==> config.mk <==
export PLATFORM = sky130hd
export DESIGN_NAME = param_universal_shift_reg
export DESIGN_NICKNAME = d
export VERILOG_FILES = /design/src/rtl/param_universal_shift_reg.sv
export SDC_FILE = /design/constraint.sdc
export NUM_CORES = 1
export LEC_CHECK = 0
export CELL_PAD_IN_SITES_DETAIL_PLACEMENT = 0
export CELL_PAD_IN_SITES_GLOBAL_PLACEMENT = 1
export CORE_UTILIZATION = 37
export DETAILED_ROUTE_END_ITERATION = 8
export GPL_TIMING_DRIVEN = 0
export PLACE_DENSITY_LB_ADDON = 0.08
export SYNTH_ARGS = -nofsm -noshare
export SYNTH_HDL_FRONTEND = slang
export SYNTH_SLANG_ARGS = --single-unit
==> constraint.sdc <==
create_clock -name clk -period 4.5 [get_ports clk]
set_input_delay 0.9 -clock clk [delete_from_list [all_inputs] [get_ports clk]]
set_output_delay 0.9 -clock clk [all_outputs]
set_load 0.02 [all_outputs]
==> src/rtl/param_universal_shift_reg.sv <==
`default_nettype none
// ============================================================================
// Module      : param_universal_shift_reg
// Description : WIDTH-bit universal shift register with a valid/ready command
//               interface. Single-cycle hold/load/clear, and multi-cycle
//               shift/rotate commands that step one bit per clock for a
//               programmable count. Serial ports on both ends for chaining.
// Revision    : 1.0 - initial release
// ============================================================================
module param_universal_shift_reg #(
    parameter  int WIDTH = 8,
    localparam int CNT_W = $clog2(WIDTH) + 1
) (
    input  logic             clk,
    input  logic             rst,
    input  logic             in_valid,
    output logic             in_ready,
    input  logic [2:0]       mode,
    input  logic [WIDTH-1:0] data_in,
    input  logic [CNT_W-1:0] count,
    input  logic             ser_in_r,
    input  logic             ser_in_l,
    output logic [WIDTH-1:0] q,
    output logic             ser_out_l,
    output logic             ser_out_r,
    output logic             busy,
    output logic             done
);

    localparam logic [2:0] c_MODE_NOP   = 3'b000;
    localparam logic [2:0] c_MODE_SHL   = 3'b001;
    localparam logic [2:0] c_MODE_SHR   = 3'b010;
    localparam logic [2:0] c_MODE_LOAD  = 3'b011;
    localparam logic [2:0] c_MODE_ROL   = 3'b100;
    localparam logic [2:0] c_MODE_ROR   = 3'b101;
    localparam logic [2:0] c_MODE_ASR   = 3'b110;
    localparam logic [2:0] c_MODE_CLEAR = 3'b111;

    localparam logic [0:0] c_ST_IDLE = 1'b0;
    localparam logic [0:0] c_ST_RUN  = 1'b1;

    logic [0:0]       r_state;
    logic [2:0]       r_mode;
    logic [CNT_W-1:0] r_remaining;
    logic [WIDTH-1:0] r_q;
    logic             r_done;
    logic [WIDTH-1:0] w_step;

    assign in_ready  = (r_state == c_ST_IDLE) && !rst;
    assign busy      = (r_state == c_ST_RUN);
    assign done      = r_done;
    assign q         = r_q;
    assign ser_out_l = r_q[WIDTH-1];
    assign ser_out_r = r_q[0];

    // One-bit step of the latched shift/rotate operation; serial inputs are live.
    always_comb begin
        w_step = r_q;
        case (r_mode)
            c_MODE_SHL: w_step = {r_q[WIDTH-2:0], ser_in_r};
            c_MODE_SHR: w_step = {ser_in_l, r_q[WIDTH-1:1]};
            c_MODE_ROL: w_step = {r_q[WIDTH-2:0], r_q[WIDTH-1]};
            c_MODE_ROR: w_step = {r_q[0], r_q[WIDTH-1:1]};
            c_MODE_ASR: w_step = {r_q[WIDTH-1], r_q[WIDTH-1:1]};
            default:    w_step = r_q;
        endcase
    end

    // Command acceptance, step sequencing and the registered done pulse.
    always_ff @(posedge clk) begin
        if (rst) begin
            r_state     <= c_ST_IDLE;
            r_mode      <= c_MODE_NOP;
            r_remaining <= '0;
            r_q         <= '0;
            r_done      <= 1'b0;
        end else begin
            r_done <= 1'b0;
            case (r_state)
                c_ST_IDLE: begin
                    if (in_valid) begin
                        case (mode)
                            c_MODE_LOAD: begin
                                r_q    <= data_in;
                                r_done <= 1'b1;
                            end
                            c_MODE_CLEAR: begin
                                r_q    <= '0;
                                r_done <= 1'b1;
                            end
                            c_MODE_NOP: begin
                                r_done <= 1'b1;
                            end
                            default: begin
                                // A zero-length shift completes like a NOP.
                                if (count == '0) begin
                                    r_done <= 1'b1;
                                end else begin
                                    r_mode      <= mode;
                                    r_remaining <= count;
                                    r_state     <= c_ST_RUN;
                                end
                            end
                        endcase
                    end
                end
                default: begin
                    r_q         <= w_step;
                    r_remaining <= r_remaining - CNT_W'(1);
                    if (r_remaining == CNT_W'(1)) begin
                        r_state <= c_ST_IDLE;
                        r_done  <= 1'b1;
                    end
                end
            endcase
        end
    end

endmodule
`default_nettype wire

### Word level (Yosys, flattened, before mapping)

Index checks and enable logic that the tools add are counted.

* add/sub/neg operators: 1
* equal/unequal tests: 13
* multiplexer cells: 18
* bitwise operators: 3
* reduce and logical (&&, ||, !) cells: 11

Operator list (count)
* $pmux 8 s5: 1
* $mux 4: 4
* $mux 8: 2
* $pmux 8 s2: 1
* $eq 3x3->1 const B: 4
* $mux 1: 10
* $reduce_and 4->1: 2
* $eq 3x2->1 const B: 2
* $ne 6x1->1 const B: 1
* $reduce_and 3->1: 2
* $ne 5x1->1 const B: 1
* $eq 4x1->1 const B: 1
* $logic_not 4->1: 1
* $ne 2x2->1 const B: 2
* $sub 4x1->4 const B: 1
* $eq 3x1->1 const B: 1
* $logic_not 3->1: 1
* $not 1->1: 3
* $reduce_bool 3->1: 1
* $reduce_or 3->1: 1
* $ne 2x1->1 const B: 1
* $reduce_bool 2->1: 1
* $logic_and 1x1->1: 1
* $logic_not 1->1: 1

* flip-flop bits (word level): 17
* output and inout port bits: 13

### Longest topological paths before layout

Gate-level depths: netlist (run 1).

* word-level depth: 5
* gate-level depth with buffers: 6

### Worst setup path before layout (run 1)

No wires, ideal clock.

* path kind: input to output
* start: input port rst
* end: output port in_ready
* data arrival time: 1.767 ns
* required time: 3.600 ns
* path slack: 1.833 ns
* cell stages on the path: 3
* cell sequence: clkbuf_1 -> clkbuf_1 -> nor2_1

* cells in the longest elaborated chain, start to end: 2

Ends and longest elaborated chain
* start, declared: line 15 `input logic rst,`
* $logic_not 1->1: line 49 `assign in_ready = (r_state == c_ST_IDLE) && !rst;`
* $logic_and 1x1->1: line 49
* end, declared: line 17 `output logic in_ready,`

Every way passes these cells.

### Final worst setup path (run 1)

Ends and elaborated chain as after synthesis.

==> results_dict.tcl, run 1 <==
set metrics [dict create \
    run_status "finished, violations left" \
    failed_checks "DRC" \
    rsz0062_at_grt "no" \
    max_clock_freq_mhz 294 \
    ioPinCount 33 \
    hold_end "r_remaining[3]" \
    timing.reg2reg.worst_path_depth 4 \
    tritoncts_clock_tree "yes" \
    sequential_cell_area_um2 340 \
    portBuffers 31 \
    fillCellCount 275 \
    power.switching_w 0.000137 \
    timing_worst_slew_pin_value_ns 0.767 \
    syn_avg_cell_area_um2 8.62 \
    antenna_cells 0 \
    cts-resized-gates 0 \
    hold_buffers 0 \
    final_cell_mix "sky130_fd_sc_hd__clkdlybuf4s50_1 (31), sky130_fd_sc_hd__nand2_1 (19), sky130_fd_sc_hd__dfxtp_1 (17)" \
    initial_utilization 0.402 \
    cap_viol_max_count 0 \
    routedWlPerCell_um 14.2 \
    layout.nets 191 \
    drc 2 \
    holdPathStages 2 \
    synth_seq_area_share 0.297 \
    routed_via_density 5.38 \
    cp.arrival_ns 2.50 \
    period_share 0.755 \
    timing.setup.tns_ns 0 \
    holdCritStartpoint "r_remaining[3]" \
    yosys-top-cells-area "sky130_fd_sc_hd__dfxtp_1 (30%), sky130_fd_sc_hd__a311oi_2 (9.2%), sky130_fd_sc_hd__nand2_1 (6.2%)" \
    worst_setup_path_end_kind "output port" \
    ys_types 40 \
    crit_fanout 10 \
    finish_stage_setup_viols 0 \
    post-dp-hpwl_mm 2.11 \
    antenna_found_initial 0 \
    final.min_clock_period_ns 3.40 \
    cts_max_path_buffers 2 \
    drtIter0Drc 36 \
    part_of_the_power_in_registers 0.433 \
    dp_worst_setup_slack_ns 1.09 \
    total_gr_overflow 0 \
    die-area_um2 3320 \
    synth_enable_flop_cells 0 \
    total_leakage_power_nw 0.520 \
    cts_root_buf "sky130_fd_sc_hd__clkbuf_4" \
    worst_ep_required_time_ns 3.60 \
    reg2reg_to "q[2]" \
    rrSetupSlack_ns 2.83 \
    synth_top_area_cell "sky130_fd_sc_hd__dfxtp_1" \
    fin_ws_ns 1.10 \
    grt_max_degree 11 \
    synthFlopType "sky130_fd_sc_hd__dfxtp_1" \
    clk_transition_reported_paths_ns 0.10 \
    synth_async_sr_flop_share 0 \
    syn_nets 155 \
    layout.core_utilization 0.533 \
    critical_path.startpoint_type "input pin" \
    grt_usage 0.186 \
    ys_ff_latch 17 \
    power.density_nw_per_um2 268 \
    category_of_the_critical_setup_timing_path "in2out" \
    post-synth-top-area-fraction 0.297 \
    drt_wl_total_mm 2.82 \
    cts_made_buffers 3 \
    power.clock.fraction 0.210 \
    multiInputGateArea_um2 718 \
    firstDrtPassIters 6 \
    post_synth_instance_area_um2 1150 \
    die_height_um 57.7 \
    fp-row-count 19 \
    first_global_vias 1045 \
    place.gp.congestion 0.832 \
    min-delay-path-class "reg2reg" \
    design_area_um2 1520 \
    cts.repair_timing.setup_buffer_count 0 \
    cellInternalPower_w 0.000271 \
    final_common_cell "sky130_fd_sc_hd__clkdlybuf4s50_1" \
    max_slew_margin 0.486 \
    dpl_cell_area_um2 1500 \
    flow.area_growth_from_synthesis_pct 32.8 \
    max-vdd-ir-drop_mv 0.176 \
    htree_num_levels 1 \
    timing.rr.start "r_mode[2]" \
    final.setup_skew_ns 0.00260 \
    comb_power_share 0.357 \
    core_area_um2 2850 \
    grt_pass1_wl_mm 4.80 \
    detail-route-antenna-nets 0 \
    cts_num_sinks 17 \
    post_synthesis_cells 133 \
    total_number_of_yosys_warnings 0 \
    drv_slew 0 \
    drive_gt1_frac 0.173 \
    routed-via-count 1071 \
    insertion_delay_to_the_later_sink_of_the_worst_skew_pair_ns 0.29 \
    final-hold-violation-count 0 \
    p_sw_frac 0.335 \
    floorplan.die.width_um 57.7 \
]
cells by family after synthesis:
group	count (synthesis)	synth area share
AO/OA/AOI/OAI	29	0.238
adder cells (fa/ha/maj)	2	0.0218
flip-flops	17	0.297
AND/OR/NAND/NOR	59	0.269
buffers and inverters	16	0.0764
multiplexers	10	0.0982
power by group through the flow:
| stage | clock [W] | combinational (W) | sequential, W |
|---|---|---|---|
| 4_1_cts | 0.0000903 | 0.000147 | 0.000176 |
| 3_5_place_dp | 0 | 0.000146 | 0.000180 |
| 3_3_place_gp | 0 | 0.000144 | 0.000179 |
| 5_1_grt | 0.0000956 | 0.000160 | 0.000179 |
| 2_1_floorplan | 0 | 0.0000835 | 0.000187 |
| 6_report | 0.0000856 | 0.000146 | 0.000177 |
worst max-delay path by stage:
stage	from	slack [ns]	cells past startpoint	to
floorplan	rst	1.83	3	in_ready
global placement	rst	1.10	4	in_ready
detailed placement	rst	1.09	4	in_ready
CTS	rst	1.08	4	in_ready
global route	rst	0.98	4	in_ready
finish	rst	1.10	4	in_ready
per-stage QoR:
stage	hold WS [ns]	total power, W	cells
finish	0.544	0.000408	199
global route	0.577	0.000434	199
CTS	0.537	0.000414	199
detailed placement	0.523	0.000326	195
global placement	0.514	0.000323	195
floorplan	0.486	0.000270	133
cell type report:
class                      instances  area share
inverter                           5      0.0123
timing repair buffer              31       0.204
sequential                        17       0.224
tap                               31      0.0255
multi-input combinational        100       0.472
buffer                            11      0.0452
clock buffer                       4      0.0173
critical path, stage by stage:
cell and delay [ns]:
sky130_fd_sc_hd__clkbuf_1 0.49, sky130_fd_sc_hd__clkbuf_1 0.47, sky130_fd_sc_hd__nor2_1 0.08, sky130_fd_sc_hd__clkdlybuf4s50_1 0.55
cells in the mapped netlist, drive strengths merged (2+ instances only):
cell / count
inv: 5
a21oi: 4
ha: 2
o21ai: 6
nand3b: 2
nand2: 19
a311oi: 8
dfxtp: 17
nor3: 3
clkbuf: 3
nor2b: 3
nand3: 5
nor3b: 3
a31oi: 5
nor2: 15
mux2: 7
buf: 8
mux2i: 3
or3: 2
layer usage:
metal  global-route usage  wire length, um  part of all wire
met5                    0                0                 0
met4               0.0306               17            0.0060
met3               0.0491              163             0.058
met2                0.302             1280              0.45
met1                0.254             1360              0.48
state kept, by name (all words and copies together), names as in the netlist:
name	flops
busy	1
done	1
q	8
r_mode	3
r_remaining	4
Note: power is estimated with default switching activity, not from simulation.
==> run 2: changes to the inputs <==
Settings changed: CORE_UTILIZATION 37 to 31.
Clock period 4.5 ns to 2.76 ns, I/O delays scaled along.
==> run 2 against run 1 <==
Effect of this change: the flow now finishes without violations; sequential power is 63% higher; global-route usage is 3.4 points lower; clock skew hardly changed; critical path depth stayed put; worst setup slack worse by 0.88 ns; total power is 76% higher; die area is 19% higher; final cell count is 7.5% higher; clock power is 130% higher; non-clock buffer count stayed put; core utilization is 8.0 points lower.
==> results_dict.tcl, run 2 (same netlist as run 1, synthesis figures left out) <==
set metrics [dict create \
    run_status "finished, final reports clean" \
    fp-row-count 21 \
    holdCritStartpoint "r_remaining[3]" \
    routed_via_density 4.93 \
    drt_wl_total_mm 2.87 \
    max_clock_freq_mhz 394 \
    timing.rr.start "r_mode[2]" \
    tritoncts_clock_tree "yes" \
    rsz0062_at_grt "no" \
    routedWlPerCell_um 13.4 \
    cts_max_path_buffers 2 \
    core_area_um2 3440 \
    floorplan.die.width_um 62.8 \
    dpl_cell_area_um2 1510 \
    wirelength_met1_mm 1.47 \
    period_share 0.919 \
    holdPathStages 2 \
    final-hold-violation-count 0 \
    detail-route-antenna-nets 0 \
    final_common_cell "sky130_fd_sc_hd__clkdlybuf4s50_1" \
    place.gp.congestion 0.747 \
    clk_transition_reported_paths_ns 0.07 \
    initial_utilization 0.333 \
    routed-via-count 1056 \
    die-area_um2 3940 \
    worst_ep_required_time_ns 2.21 \
    critical_path.startpoint_type "input pin" \
    grt_pass1_wl_mm 4.76 \
    met2RoutedLength_mm 1.27 \
    final.setup_skew_ns 0.00296 \
    drtIter0Drc 30 \
    post-dp-hpwl_mm 2.16 \
    fin_ws_ns 0.223 \
    p_total_w 0.000719 \
    category_of_the_critical_setup_timing_path "in2out" \
    die_height_um 62.8 \
    final_cell_count_no_fill 214 \
    max-vdd-ir-drop_mv 0.194 \
    dp.cells 210 \
    cts_made_buffers 3 \
    drv_slew 0 \
    max_slew_margin 0.524 \
    final_cell_mix "sky130_fd_sc_hd__clkdlybuf4s50_1 (31), sky130_fd_sc_hd__nand2_1 (19), sky130_fd_sc_hd__dfxtp_1 (17)" \
    total_gr_overflow 0 \
    min-delay-path-class "reg2reg" \
    ioPinCount 33 \
    hold_end "r_remaining[3]" \
    design_area_um2 1560 \
    cts-resized-gates 0 \
    rrSetupSlack_ns 1.13 \
    cts.repair_timing.setup_buffer_count 0 \
    timing.setup.tns_ns 0 \
    antenna_found_initial 0 \
    total_leakage_power_nw 0.534 \
    timing_worst_slew_pin_value_ns 0.710 \
    crit_fanout 10 \
    highest-signal-layer "met4" \
    cp.arrival_ns 1.98 \
    wl_met3_um 108 \
    timing.reg2reg.worst_path_depth 4 \
    portBuffers 31 \
    worst_setup_path_end_kind "output port" \
    flow.area_growth_from_synthesis_pct 36.2 \
    hold_buffers 0 \
    grt_usage 0.153 \
    power.density_nw_per_um2 460 \
    grt_max_degree 11 \
    layout.nets 191 \
    firstDrtPassIters 4 \
    cap_viol_max_count 0 \
    cts_num_sinks 17 \
    dp_worst_setup_slack_ns 0.0578 \
    final.min_clock_period_ns 2.54 \
    first_global_vias 1042 \
    drc 0 \
    antenna_cells 0 \
    cts_root_buf "sky130_fd_sc_hd__clkbuf_8" \
    drive_gt1_frac 0.185 \
    largest_reg_flops 8 \
    htree_num_levels 1 \
    finish_stage_setup_viols 0 \
    reg2reg_to "q[1]" \
    insertion_delay_to_the_later_sink_of_the_worst_skew_pair_ns 0.25 \
]
-- run 2: cell types whose count changed in the layout (fill, tap and decap cells not counted), sizes merged --
| cell | before | now |
|---|---|---|
| clkbuf | 7 | 6 |
| clkinv | 0 | 1 |
-- run 2: cell type report --
type                    instances  area [um2]
plain buffers                  11        70.1
clock buffers                   3        41.3
clock inverters                 1        5.00
fillers                       369        1880
inverters                       5        18.8
multi-input cells             100         718
flip-flops and latches         17         340
well taps                      46        57.6
repair buffers                 31         310
-- run 2: power by group --
group | internal, W | switching (W)
logic | 0.000118 | 0.000119
clock network | 0.000100 | 0.0000926
registers | 0.000268 | 0.0000207
total | 0.000486 | 0.000233
-- run 2: worst max-delay path: stages --
cell                              delay (ns)
sky130_fd_sc_hd__clkbuf_1               0.45
sky130_fd_sc_hd__clkbuf_2               0.36
sky130_fd_sc_hd__nor2_1                 0.07
sky130_fd_sc_hd__clkdlybuf4s50_1        0.56
-- run 2: stage by stage --
step	hold slack [ns]	utilization
2_1_floorplan	0.486	-
3_3_place_gp	0.501	0.440
3_5_place_dp	0.506	0.440
4_1_cts	0.527	0.453
5_1_grt	0.558	0.454
6_report	0.523	0.454
-- run 2: per-layer routing --
metal,vias to the layer above,GRT usage
met5,-,0
met4,0,0.0610
met3,2,0.0292
met2,24,0.247
met1,479,0.197
li1,551,-
-- run 2: how the worst max path moves through the flow --
| stage | from | to | slack (ns) | cells past startpoint |
|---|---|---|---|---|
| finish | rst | in_ready | 0.22 | 4 |
| global route | rst | in_ready | 0.10 | 4 |
| CTS | rst | in_ready | 0.05 | 4 |
| detailed placement | rst | in_ready | 0.06 | 4 |
| global placement | rst | in_ready | 0.05 | 4 |
| floorplan | rst | in_ready | 0.79 | 3 |
